[src/rtl/keypad_scan_ctrl.sv]
// 4x4 matrix keypad scanner: column drive, row debounce, key-code mapping and a
// valid/ack handshake with sticky overrun when a key arrives before the last one is consumed.
module keypad_scan_ctrl #(
  parameter int unsigned clk_freq      = 125_000_000,
  parameter int unsigned stable_time   = 10,
  parameter int unsigned settle_cycles = 125
) (
  input  logic       clk,
  input  logic       rst_n,
  input  logic [3:0] row,
  output logic [3:0] col,
  output logic [3:0] key_code,
  output logic       key_valid,
  input  logic       key_ack,
  output logic       key_held,
  output logic       overrun
);

  localparam int unsigned STABLE_RAW = clk_freq / 1000 * stable_time;
  localparam int unsigned STABLE_CYC = (STABLE_RAW < 1) ? 1 : STABLE_RAW;
  localparam int unsigned SETTLE_CYC = (settle_cycles < 1) ? 1 : settle_cycles;
  localparam int unsigned CNT_MAX    = (STABLE_CYC > SETTLE_CYC) ? STABLE_CYC : SETTLE_CYC;
  localparam int unsigned CNT_W      = $clog2(CNT_MAX + 1);

  localparam logic [CNT_W-1:0] SETTLE_LAST = CNT_W'(SETTLE_CYC);
  localparam logic [CNT_W-1:0] STABLE_LAST = CNT_W'(STABLE_CYC - 1);

  localparam logic [1:0] S_SCAN     = 2'd0;
  localparam logic [1:0] S_DEBOUNCE = 2'd1;
  localparam logic [1:0] S_HELD     = 2'd2;
  localparam logic [1:0] S_RELEASE  = 2'd3;

  logic [3:0]       sync1_q, sync2_q;
  logic [1:0]       state_q, state_d;
  logic [CNT_W-1:0] cnt_q, cnt_d;
  logic [1:0]       c_q, c_d;
  logic [3:0]       pat_q, pat_d;
  logic [1:0]       rsel_q, rsel_d;
  logic             held_q, held_d;
  logic [3:0]       key_code_q;
  logic             key_valid_q;
  logic             overrun_q;

  logic             accept;
  logic             rows_high;
  logic [1:0]       low_row;
  logic             low_found;
  logic [3:0]       mapped_code;

  function automatic logic [3:0] map_key(input logic [1:0] r, input logic [1:0] c);
    logic [3:0] k;
    k = '0;
    case ({r, c})
      4'b00_00: k = 4'h1;
      4'b00_01: k = 4'h2;
      4'b00_10: k = 4'h3;
      4'b00_11: k = 4'hA;
      4'b01_00: k = 4'h4;
      4'b01_01: k = 4'h5;
      4'b01_10: k = 4'h6;
      4'b01_11: k = 4'hB;
      4'b10_00: k = 4'h7;
      4'b10_01: k = 4'h8;
      4'b10_10: k = 4'h9;
      4'b10_11: k = 4'hC;
      4'b11_00: k = 4'h0;
      4'b11_01: k = 4'hF;
      4'b11_10: k = 4'hE;
      4'b11_11: k = 4'hD;
      default:  k = '0;
    endcase
    return k;
  endfunction

  always_ff @(posedge clk or negedge rst_n) begin
    if (!rst_n) begin
      sync1_q <= '1;
      sync2_q <= '1;
    end else begin
      sync1_q <= row;
      sync2_q <= sync1_q;
    end
  end

  assign rows_high = &sync2_q;

  always_comb begin
    low_row   = '0;
    low_found = 1'b0;
    for (int unsigned i = 0; i < 4; i++) begin
      if (!sync2_q[i] && !low_found) begin
        low_row   = 2'(i);
        low_found = 1'b1;
      end
    end
  end

  // Counter is shared by settle, debounce and release timing; it is cleared on every state change.
  always_comb begin
    state_d = state_q;
    cnt_d   = cnt_q;
    c_d     = c_q;
    pat_d   = pat_q;
    rsel_d  = rsel_q;
    held_d  = held_q;
    accept  = 1'b0;
    case (state_q)
      S_SCAN: begin
        if (cnt_q != SETTLE_LAST) begin
          cnt_d = cnt_q + 1'b1;
        end else if (rows_high) begin
          cnt_d = '0;
          c_d   = c_q + 2'd1;
        end else begin
          cnt_d   = '0;
          pat_d   = sync2_q;
          rsel_d  = low_row;
          state_d = S_DEBOUNCE;
        end
      end
      S_DEBOUNCE: begin
        if (sync2_q != pat_q) begin
          cnt_d   = '0;
          state_d = S_SCAN;
        end else if (cnt_q == STABLE_LAST) begin
          cnt_d   = '0;
          accept  = 1'b1;
          held_d  = 1'b1;
          state_d = S_HELD;
        end else begin
          cnt_d = cnt_q + 1'b1;
        end
      end
      S_HELD: begin
        cnt_d = '0;
        if (rows_high) state_d = S_RELEASE;
      end
      S_RELEASE: begin
        if (!rows_high) begin
          cnt_d   = '0;
          state_d = S_HELD;
        end else if (cnt_q == STABLE_LAST) begin
          cnt_d   = '0;
          held_d  = 1'b0;
          c_d     = c_q + 2'd1;
          state_d = S_SCAN;
        end else begin
          cnt_d = cnt_q + 1'b1;
        end
      end
      default: begin
        cnt_d   = '0;
        state_d = S_SCAN;
      end
    endcase
  end

  always_ff @(posedge clk or negedge rst_n) begin
    if (!rst_n) begin
      state_q <= S_SCAN;
      cnt_q   <= '0;
      c_q     <= '0;
      pat_q   <= '1;
      rsel_q  <= '0;
      held_q  <= 1'b0;
    end else begin
      state_q <= state_d;
      cnt_q   <= cnt_d;
      c_q     <= c_d;
      pat_q   <= pat_d;
      rsel_q  <= rsel_d;
      held_q  <= held_d;
    end
  end

  assign mapped_code = map_key(rsel_q, c_q);

  // An ack landing in the accept cycle frees the slot, so the new key loads instead of overrunning.
  always_ff @(posedge clk or negedge rst_n) begin
    if (!rst_n) begin
      key_code_q  <= '0;
      key_valid_q <= 1'b0;
      overrun_q   <= 1'b0;
    end else begin
      if (accept) begin
        if (!key_valid_q || key_ack) begin
          key_code_q  <= mapped_code;
          key_valid_q <= 1'b1;
        end
      end else if (key_valid_q && key_ack) begin
        key_valid_q <= 1'b0;
      end

      if (accept && key_valid_q && !key_ack) begin
        overrun_q <= 1'b1;
      end else if (key_valid_q && key_ack) begin
        overrun_q <= 1'b0;
      end
    end
  end

  assign col       = ~(4'b0001 << c_q);
  assign key_code  = key_code_q;
  assign key_valid = key_valid_q;
  assign key_held  = held_q;
  assign overrun   = overrun_q;

endmodule

[config.mk]
export PLATFORM = sky130hd
export DESIGN_NAME = keypad_scan_ctrl
export DESIGN_NICKNAME = d
export VERILOG_FILES = /design/src/rtl/keypad_scan_ctrl.sv
export SDC_FILE = /design/constraint.sdc
export NUM_CORES = 1
export LEC_CHECK = 0
export CELL_PAD_IN_SITES_DETAIL_PLACEMENT = 0
export CELL_PAD_IN_SITES_GLOBAL_PLACEMENT = 1
export CORE_ASPECT_RATIO = 1.25
export CORE_MARGIN = 1.5
export CORE_UTILIZATION = 49
export CTS_CLUSTER_DIAMETER = 100
export DETAILED_ROUTE_END_ITERATION = 7
export GPL_TIMING_DRIVEN = 0
export MAX_ROUTING_LAYER = met4
export PLACE_DENSITY = 0.91
export SLEW_MARGIN = 20
export SYNTH_ARGS = -nofsm -noshare
export SYNTH_HDL_FRONTEND = slang
export SYNTH_SLANG_ARGS = --single-unit
[constraint.sdc]
create_clock -name clk -period 6.11 [get_ports clk]
set_clock_uncertainty 0.05 [all_clocks]
set_input_delay 1.222 -clock clk [delete_from_list [all_inputs] [get_ports clk]]
set_output_delay 1.222 -clock clk [all_outputs]
set_load 0.02 [all_outputs]
==> flow_summary.json <==
{
  "hold_violations": 0,
  "ys_async_sr_fraction_pct": 100,
  "finalMaxSlewViolations": 0,
  "cts_tree": "done",
  "setup_viol": 0,
  "synth_nets": 227,
  "nets": 252,
  "fp.dieW_um": 63.5,
  "dr.pass1.iters": 4,
  "rows": 27,
  "hpwl_um": 3020,
  "critPathLaunchType": "flop",
  "antenna_found_initial": 0,
  "slew_headroom_pct": 39.7,
  "synthCells": 212,
  "yosysWarnings": 0,
  "final_common_cell": "dfrtp_1",
  "numCtsBuffers": 5,
  "gr-total-overflow": 0,
  "cts_htree_levels": 2,
  "insertion_delay_ps": 290,
  "grt_pass1_vias": 1656,
  "dieArea_mm2": 0.00498,
  "die_h_um": 78.6,
  "synth_flop_cell": "dfrtp_1",
  "worstHoldPathType": "reg -> reg",
  "final.setup.tns_ps": 0,
  "diodes": 0,
  "hold_buffers": 0,
  "clkSinkCount": 46,
  "drc": 0,
  "worst-path-max-fanout": 6,
  "initial_core_util_pct": 51.0,
  "postCtsSetupRepairBufs": 0,
  "wire_per_inst_um": 13.7,
  "place_congestion": 0.768,
  "area_delta_synth_final_pct": 17.7,
  "p_leak_nw": 1.18,
  "peakVddDrop_mv": 0.141,
  "cts_buffer_depth": 2,
  "synth.distinct_cells": 39,
  "end_kind": "primary output",
  "syn-mean-instance-area_um2": 10.6,
  "required_ps": 4840,
  "drt_iter0_drc": 68,
  "synth_edf_count": 0,
  "cp.arrival_ps": 1770,
  "fin_util_pct": 60.0,
  "grt_max_degree": 29,
  "cts_resized": 0,
  "status": "finished clean",
  "ant_nets": 0,
  "fp.coreArea_mm2": 0.00439,
  "grt_pass1_wl_um": 7370,
  "critPathKind": "reg -> out",
  "worstMarginPinSlew_ps": 897,
  "clk_pin_slew_ps": 80,
  "fin_crit_sh_pct": 49.8,
  "drv_cap": 0,
  "final_cell_mix": "34 x dfrtp_1, 28 x nor2_1, 16 x nand2_1, 16 x clkdlybuf4s50_1, 14 x xnor2_1",
  "vias_per_cell": 5.37,
  "fin_crit_ps": 3040,
  "rsz0062_at_grt": "no",
  "port_buffers": 17,
  "max_freq_ghz": 0.329,
  "ys_seq_elements": 46,
  "ys_seq_area_share_pct": 52.1,
  "via_count": 1590,
  "synth_area_mm2": 0.00224,
  "p_per_area_mw_per_mm2": 222,
  "drive_gt1_share_pct": 13.4,
  "cts_root_buf": "clkbuf_8",
  "drt-total-wl_um": 4060,
  "io_pins": 18,
  "grt_usage_pct": 19.2
}
cells in the mapped netlist, drive strengths merged, types with 2 or more instances:
cell type,n,area [um2]
dfrtp,34,851
nor2,29,111
nand2,16,60.1
xnor2,14,123
dfstp,12,315
xor2,12,105
inv,11,41.3
nand3,10,50.1
ha,8,100
nand4,7,43.8
a21oi,6,30.0
and3,6,37.5
mux2,5,60.1
nor3,5,25.0
clkbuf,4,15.0
o22a,4,35.0
or4,4,30.0
mux2i,3,30.0
buf,2,16.3
nor4,2,12.5
o22ai,2,12.5
or3,2,12.5
or4b,2,20.0
metal layers:
layer	share of wire, %	global-route usage [%]
met1	42	21.0
met2	54	34.6
met3	2.8	4.01
met5	0	-
met4	1.4	6.52
cell type report:
class / count / area [um2]
Inverter: 11 / 41.3
Tap cell: 58 / 72.6
Clock inverter: 1 / 30.0
Clock buffer: 7 / 108
Buffer: 6 / 31.3
Sequential cell: 46 / 1170
Multi-Input combinational cell: 149 / 1000
Fill cell: 387 / 1760
Timing Repair Buffer: 18 / 185
kinds of logic after synthesis:
family                     count (synthesis)  share of synthesized area, %
xor gates and xnor gates                  26                          10.2
and+or+nand+nor                           88                          19.6
muxes                                      9                          5.03
buffers and inverters                     17                          3.24
adders and majority gates                  8                          4.47
AOI/OAI and AO/OA                         18                          5.37
DFF                                       46                          52.1
path summary, 6_finish.rpt:
check / start / endpoint / slack (ps) / depth (start not counted)
worst max-delay path: c_q[0] / col[0] / 3070 / 4
worst min-delay path: sync1_q[1] / sync2_q[1] / 310 / 0
worst max register to register: cnt_q[1] / c_q[1] / 3390 / 8
worst min register to register: sync1_q[1] / sync2_q[1] / 310 / 0
max in group asynchronous: rst_n / sync2_q[0] / 4640 / 2
min in group asynchronous: rst_n / cnt_q[9] / 810 / 1
registers in the layout, summed over array words and instances, names as in the netlist, 2 cells and up:
signal / cells
cnt_q: 21
rsel_q: 2
pat_q: 4
sync2_q: 4
key_code: 4
state_q: 2
c_q: 2
sync1_q: 4
stage by stage:
step	cells	setup WS (ps)	area (um2)	hold WS [ps]	power, mW
floorplan	212	3530	2240	295	0.321
global placement	287	2530	2480	296	0.333
detailed placement	288	3370	2500	297	0.335
CTS	296	3050	2630	309	0.595
global route	296	2940	2630	311	0.607
finish	296	3070	2630	308	0.586
critical path, cell delays in order (launching register included):
cell and delay [ps]:
dfrtp_1 490, inv_1 130, ha_1 230, inv_1 50, clkdlybuf4s50_1 590
report_power, final:
part | total, mW | internal [mW] | switching, mW
sequential | 0.312 | 0.310 | 0.00259
clock | 0.257 | 0.158 | 0.0993
combinational | 0.0160 | 0.00715 | 0.00888
(Power assumes the default switching activity.)
